### config.mk
export PLATFORM = sky130hd
export DESIGN_NAME = lap_timer
export DESIGN_NICKNAME = d
export VERILOG_FILES = /design/src/rtl/lap_timer.sv
export SDC_FILE = /design/constraint.sdc
export NUM_CORES = 1
export LEC_CHECK = 0
export CAP_MARGIN = 20
export CORE_MARGIN = 10
export CORE_UTILIZATION = 41
export DETAILED_ROUTE_END_ITERATION = 8
export DONT_BUFFER_PORTS = 1
export GPL_ROUTABILITY_DRIVEN = 1
export PLACE_DENSITY = 0.54
export SLEW_MARGIN = 30
export SYNTH_ARGS = -nofsm -noshare
export SYNTH_HDL_FRONTEND = slang
export SYNTH_SLANG_ARGS = --single-unit
### constraint.sdc
create_clock -name pclk -period 4.12 [get_ports pclk]
set_input_delay 0.206 -clock pclk [delete_from_list [all_inputs] [get_ports pclk]]
set_output_delay 0.206 -clock pclk [all_outputs]
set_load 0.005 [all_outputs]
### src/rtl/lap_timer.sv
// rtl/lap_timer.sv - race lap counter with current/last/best lap and total race timers
module lap_timer #(
   parameter int TICK_DIV = 650000,
   parameter int LAPS     = 3
) (
   input  logic        pclk,
   input  logic        rst,
   input  logic        race_start,
   input  logic        lap_finished,
   input  logic        checkpoints_passed,
   output logic [3:0]  lap_count,
   output logic [15:0] lap_time,
   output logic [15:0] last_lap,
   output logic [15:0] best_lap,
   output logic [19:0] race_time,
   output logic        lap_done,
   output logic        race_running,
   output logic        race_finished
);

   localparam int PW = (TICK_DIV > 2) ? $clog2(TICK_DIV) : 1;

   localparam logic [1:0] S_IDLE     = 2'd0;
   localparam logic [1:0] S_RUNNING  = 2'd1;
   localparam logic [1:0] S_FINISHED = 2'd2;

   logic [1:0]    r_state;
   logic [PW-1:0] r_presc;
   logic          r_lf_d;
   logic [3:0]    r_lap_count;
   logic [15:0]   r_lap_time;
   logic [15:0]   r_last_lap;
   logic [15:0]   r_best_lap;
   logic [19:0]   r_race_time;
   logic          r_lap_done;
   logic          r_race_running;
   logic          r_race_finished;

   logic          w_tick;
   logic          w_valid_lap;
   logic [15:0]   w_best_next;
   logic [3:0]    w_count_next;

   assign w_tick       = (r_presc == PW'(TICK_DIV - 1));
   // Only the first cycle inside the finish zone can count, and only with all checkpoints collected
   assign w_valid_lap  = lap_finished & ~r_lf_d & checkpoints_passed;
   assign w_best_next  = (r_lap_time < r_best_lap) ? r_lap_time : r_best_lap;
   assign w_count_next = r_lap_count + 4'd1;

   // Race state, prescaler and all timers; race_start overrides everything, including a lap in the same cycle
   always_ff @(posedge pclk or posedge rst) begin
      if (rst) begin
         r_state         <= S_IDLE;
         r_presc         <= '0;
         r_lf_d          <= 1'b0;
         r_lap_count     <= '0;
         r_lap_time      <= '0;
         r_last_lap      <= '0;
         r_best_lap      <= 16'hFFFF;
         r_race_time     <= '0;
         r_lap_done      <= 1'b0;
         r_race_running  <= 1'b0;
         r_race_finished <= 1'b0;
      end else begin
         r_lf_d     <= lap_finished;
         r_lap_done <= 1'b0;
         if (race_start) begin
            r_state         <= S_RUNNING;
            r_race_running  <= 1'b1;
            r_race_finished <= 1'b0;
            r_presc         <= '0;
            r_lap_count     <= '0;
            r_lap_time      <= '0;
            r_last_lap      <= '0;
            r_best_lap      <= 16'hFFFF;
            r_race_time     <= '0;
         end else if (r_state == S_RUNNING) begin
            // The race clock keeps ticking across a lap boundary; the lap clock restarts from zero
            if (w_tick && (r_race_time != '1))
               r_race_time <= r_race_time + 20'd1;
            if (w_valid_lap) begin
               r_last_lap  <= r_lap_time;
               r_best_lap  <= w_best_next;
               r_lap_count <= w_count_next;
               r_lap_time  <= '0;
               r_presc     <= '0;
               r_lap_done  <= 1'b1;
               if (w_count_next == 4'(LAPS)) begin
                  r_state         <= S_FINISHED;
                  r_race_running  <= 1'b0;
                  r_race_finished <= 1'b1;
               end
            end else begin
               r_presc <= w_tick ? '0 : r_presc + PW'(1);
               if (w_tick && (r_lap_time != '1))
                  r_lap_time <= r_lap_time + 16'd1;
            end
         end
      end
   end

   assign lap_count     = r_lap_count;
   assign lap_time      = r_lap_time;
   assign last_lap      = r_last_lap;
   assign best_lap      = r_best_lap;
   assign race_time     = r_race_time;
   assign lap_done      = r_lap_done;
   assign race_running  = r_race_running;
   assign race_finished = r_race_finished;

endmodule

==> results of run 1 <==
## registers in the layout (all words and copies together) (netlist names)
name and count:
last_lap 16, best_lap 16, lap_time 16, race_finished 1
r_presc 20, lap_count 4, race_time 20, lap_done 1
r_state 1, r_lf_d 1
## synthesized netlist by cell type (6+ instances only)
cell type / n
dfrtp_1: 80
nor2_1: 78
nand2_1: 77
a21oi_1: 37
inv_1: 27
clkbuf_1: 23
nand4_1: 21
ha_1: 20
mux2i_1: 20
o21ai_0: 20
or4_1: 19
dfstp_2: 16
nand3_1: 16
nor3_1: 13
xnor2_1: 11
and4_1: 8
nor4_1: 8
o211ai_1: 8
o31ai_1: 8
nor2b_1: 7
mux2_2: 6
## metal layers
layer	GRT usage [%]	part of all wire [%]	vias to the layer above	wire (um)
li1	-	-	2107	-
met1	21.8	46	2143	6770
met2	25.8	46	86	6720
met3	4.33	6.3	19	931
met4	6.29	1.8	0	264
met5	0	0	-	0
## logic make-up after synthesis
family / share of synthesized area, %
AO/OA/AOI/OAI: 13.5
multiplexers: 4.99
XOR/XNOR: 1.96
buffers and inverters: 4.50
AND/OR/NAND/NOR: 25.3
flip-flops: 45.1
adder cells (fa/ha/maj): 4.66
## stage by stage
step	hold slack, ns	power, mW	util, %
4_1_cts	0.00107	2.04	45.9
2_1_floorplan	0.237	1.13	-
5_1_grt	0.0144	2.10	45.9
3_3_place_gp	0.238	1.16	43.1
3_5_place_dp	0.238	1.17	43.1
6_report	0.0233	2.01	45.9
## cell type report
class	instances	area, um^2	share of cell area (%)
Timing Repair Buffer	9	90.1	1.54
Multi-Input combinational cell	441	2710	46.4
Inverter	27	104	1.78
Clock inverter	5	56.3	0.965
Tap cell	172	215	3.69
Clock buffer	11	243	4.16
Sequential cell	96	2420	41.5
## worst reg2reg max path, delay by kind of cell, from the launching register on
kind | cells | cell delay, ns
mux | 1 | 0.29
fa+ha+maj | 1 | 0.33
flops | 1 | 0.62
compound gates | 4 | 1.51
## where the power goes
group | switching, mW | internal, mW
combinational | 0.0906 | 0.0468
clock | 0.372 | 0.487
sequential | 0.0390 | 0.978
## path summary, 6_finish.rpt
path,end,startpoint
max,best_lap[9],lap_time[2]
min,race_time[9],race_start
max reg2reg,best_lap[9],lap_time[2]
min reg2reg,best_lap[10],best_lap[10]
max in group asynchronous,best_lap[5],rst
min in group asynchronous,race_time[0],rst
==> impl_metrics.ini, run 1 <==
[final_layout]
nFillCells = 1244
drive_above_1_share_pct = 8.83
area_growth_pct = 8.69
final_common_cell = dfrtp_1
stdcell_area_mm2 = 0.00584
fin_nets = 609
fin_cells = 761
layout_common_cells = 80 x dfrtp_1, 78 x nor2_1, 77 x nand2_1
num_antenna_cells = 0

[placed_design]
pre_cts_ws_ns = 1.31
place_area_mm2 = 0.00548
hpwl_um = 10200
dpl.cell_count = 740
gp_congestion = 0.866
io_buffers = 0

[synth]
syn-num-nets = 621
yosys_warnings = 0
avgSynthCellArea_um2 = 9.01
ys_types = 54
async_flop_share_pct = 100
synth_edf_count = 0
netlist.area_leader.share_pct = 37.3
synth_area_mm2 = 0.00537
synth_top_cell_by_area = dfrtp_1
ys_ff_latch = 96
synth_ff_type = dfrtp_1
synth_area_leaders = dfrtp_1 37%, dfstp_2 7.8%, nor2_1 5.5%, nand2_1 5.4%, ha_1 4.7%
ys_seq_area_share_pct = 45.1
netlist_instances = 596

[timing]
worst_pin_slew_ns = 0.856
final-max-slew-violation-count = 0
clock.fmax_ghz = 0.355
clock-skew-final_ns = 0.0115
rsz0062_at_grt = false
finalHoldViolCount = 0
min_period_ns = 2.82
slew_headroom_pct = 43.0
setup_slack_ns = 1.30
fin_crit_sh_pct = 68.5
setup_viol_count_final = 0
final.setup.tns_ns = 0

[floorplan]
fp.dieW_um = 134
die_y_um = 134
io_pins = 80
dieArea_mm2 = 0.0181
num_rows = 41
core_mm2 = 0.0127
start_util_pct = 42.2

[worst_setup_path]
rr_worst_depth = 6
crit_cells = 6
worst-path-buf-inv = 0
critical_path_required_ns = 4.39
end_kind = flip-flop
path_class = flip-flop to flip-flop
critical_path_arrival_ns = 3.09
slowest_stage = o211a_1
worstPathCellList = ha_1 -> a211oi_1 -> o21ai_0 -> a211oi_1 -> o211a_1 -> mux2i_1
cp_common_cell = a211oi_1
crit_family = compound AO/OA/AOI/OAI gates
rrSetupSlack_ns = 1.30
cpPeakStageDelay_ns = 0.77
cp-start-kind = flip-flop
crit_fanout = 16

[worst_hold_path]
hold_class = input pin to flip-flop
hold_path_depth = 2

[grt]
grt_pass1_wl_um = 24200
antenna_found_initial = 0
overflow = 0
grt_pass1_vias = 4292
grt_max_degree = 59
grt_use_total_pct = 16.7

[drt]
vias_per_cell = 5.72
wl_per_cell_um = 19.3
drt_wl_total_um = 14700
drtPass1Iterations = 4
vias = 4355
drc = 0
initialDrtViolationCount = 320
ant_nets = 0

[flow_run]
drv_cap = 0

[clocking]
cts.repair.resized = 0
cts.sinks = 96
postCtsSetupBuffers = 0
cts_tree = built
cts_buffer_depth = 2
insertion_delay_ns = 0.36
ctsHtreeMaxLevel = 3
cts_buffers = 9
clkTransAtPathRegs_ns = 0.07
root_buffer = clkbuf_16
cts_hold_buf = 5

[power_and_ir_drop]
leakage_nw = 2.55
power.density_mw_per_mm2 = 345
vdd_drop_max_uv = 146

[outcome]
outcome = complete, no violations
No activity file was read; power rests on OpenSTA's default activity.
==> run 2, diff against run 1 <==
--- a/config.mk
+++ b/config.mk
@@ -11,7 +11,7 @@
 export DETAILED_ROUTE_END_ITERATION = 8
 export DONT_BUFFER_PORTS = 1
 export GPL_ROUTABILITY_DRIVEN = 1
-export PLACE_DENSITY = 0.54
+export PLACE_DENSITY = 0.56
 export SLEW_MARGIN = 30
 export SYNTH_ARGS = -nofsm -noshare
 export SYNTH_HDL_FRONTEND = slang
==> constraint.sdc (replaced) <==
create_clock -name pclk -period 2.3 [get_ports pclk]
set_input_delay 0.115 -clock pclk [delete_from_list [all_inputs] [get_ports pclk]]
set_output_delay 0.115 -clock pclk [all_outputs]
set_load 0.005 [all_outputs]
==> run 2 against run 1 <==
  * Worst hold slack got worse by 0.0073 ns
  * Via count is 4.4% higher
  * Flip-flop and latch count unchanged
  * Sequential power is 77% higher
  * Clock skew fell by 0.00095 ns
  * Register-to-register slack lost 1.2 ns
  * Total power is 87% higher
  * Critical endpoint is now lap_time[3]
  * Largest cell class unchanged
==> impl_metrics.ini, run 2 (same netlist as run 1, synthesis figures left out) <==
[worst_hold_path]
hp-start = race_start
hold_path_end = race_time[3]
hold_class = input pin to flip-flop
hold_path_depth = 2

[worst_setup_path]
critical_path_arrival_ns = 2.50
critical_path_required_ns = 2.59
cp-start-kind = flip-flop
end_kind = flip-flop
path_class = flip-flop to flip-flop
rrSetupSlack_ns = 0.09
r2r-start = r_presc[5]
rr_worst_depth = 5
r2r-end = lap_time[3]
crit_fanout = 18

[floorplan]
num_rows = 41
io_pins = 80
fp.dieW_um = 134
die_y_um = 134
start_util_pct = 42.2
dieArea_mm2 = 0.0181
core_mm2 = 0.0127

[power_and_ir_drop]
intPower_mw = 2.84
leakage_nw = 2.75
p_sw_uw = 922
vdd_drop_max_uv = 343
pwr-share-clk_pct = 44.1
power.density_mw_per_mm2 = 609
seq_power_share_pct = 48.1
power_mw = 3.76
combPwrFrac_pct = 7.9
switching_share_pct = 24.5

[grt]
gr-usage-met2_pct = 24.8
antenna_found_initial = 0
use_met3_pct = 5.23
grt_max_degree = 97
grt-busiest-layer = met2
overflow = 0
grt_pass1_wl_um = 24100
grt_pass1_vias = 4318
grt_use_total_pct = 16.5
grtUsageMet1_pct = 21.7

[drt]
wl_per_cell_um = 18.9
ant_nets = 0
drc = 0
vias_per_cell = 5.72
drt_wl_total_um = 15100
vias = 4548
initialDrtViolationCount = 494
drtPass1Iterations = 5

[placed_design]
dpl.cell_count = 774
pre_cts_ws_ns = -0.0149
gp_congestion = 0.874
io_buffers = 0
hpwl_um = 10600

[clocking]
cts_buffer_depth = 2
root_buffer = clkbuf_16
clkTransAtPathRegs_ns = 0.07
cts_buffers = 9
insertion_delay_ns = 0.36
cts_tree = built
ctsHtreeMaxLevel = 3
cts.sinks = 96

[timing]
final-max-slew-violation-count = 0
min_period_ns = 2.21
setup_slack_ns = 0.0855
rsz0062_at_grt = true
slew_headroom_pct = 51.4
setup_viol_count_final = 0
final.setup.tns_ns = 0
worst_pin_slew_ns = 0.729
fin_crit_sh_pct = 96.3
clock.fmax_ghz = 0.452
finalHoldViolCount = 0
clock-skew-final_ns = 0.0106

[flow_run]
drv_cap = 0

[final_layout]
nFillCells = 1248
final_common_cell = dfrtp_1
seq_area_mm2 = 0.00242
num_antenna_cells = 0
drive_above_1_share_pct = 15.4
fin_cells = 795
area_growth_pct = 15.1
fin_nets = 643
layout_common_cells = 79 x dfrtp_1, 77 x nor2_1, 77 x nand2_1
multiInputGateArea_mm2 = 0.00274

[outcome]
outcome = complete, no violations
-- run 2: changes by cell type in the layout (fill, tap and decap cells not counted), sizes merged --
cell         before  now
buf               5   40
clkinv            3    2
dlygate4sd3       4    3
bufinv            1    2
-- run 2: how the worst max path moves through the flow --
stage | startpoint | to | slack (ns) | cells after the start
floorplan | best_lap[2] | best_lap[0] | 0.05 | 9
global placement | r_presc[7] | lap_time[3] | 0.04 | 5
detailed placement | r_presc[0] | lap_time[3] | -0.01 | 6
finish | r_presc[5] | lap_time[3] | 0.09 | 5
global route | r_presc[5] | lap_time[3] | -0.03 | 5
CTS | r_presc[5] | race_time[16] | 0.01 | 6
-- run 2: worst max-delay path: stages, from the launching register on --
cell and delay (ns):
dfrtp_1 0.38, or4_1 0.61, a211oi_2 0.23, a21oi_2 0.23, or4_1 0.54, a21oi_1 0.16
-- run 2: what timing repair did --
item | 4_1_cts | 5_1_grt
gates resized for setup | 0 | 10
endpoints found under the setup margin | 2 | 30
pin swaps | 0 | 2
hold endpoints to repair | 135 | 0
hold buffers | 4 | 0
setup buffers | 1 | 0
-- run 2: cell type report --
type / count / share of cell area, %
Clock buffer: 11 / 3.93
Clock inverter: 5 / 1.28
Inverter: 27 / 1.70
Multi-Input combinational cell: 441 / 44.3
Sequential cell: 96 / 39.2
Tap cell: 172 / 3.48
Timing Repair Buffer: 43 / 6.07
-- run 2: power groups by stage --
stage	registers (mW)	logic, mW	clock network, mW
final	1.81	0.297	1.66
after global routing	1.82	0.337	1.76
after CTS	1.81	0.299	1.70
after detailed placement	1.84	0.267	0
after global placement	1.84	0.260	0
after floorplan	1.82	0.195	0
-- run 2: metrics by stage --
stage	area (um^2)	utilization, %	hold WS [ns]
final	6180	48.6	0.0160
after floorplan	5370	-	0.146
after CTS	6150	48.3	0.00250
after global routing	6180	48.6	0.0326
after detailed placement	5760	45.3	0.147
after global placement	5760	45.3	0.147
-- run 2: layer usage --
layer  share of wire [%]  wire length, um
met1                  45             6780
met2                  45             6800
met3                 8.1             1220
met4                 1.8              267
met5                   0                0
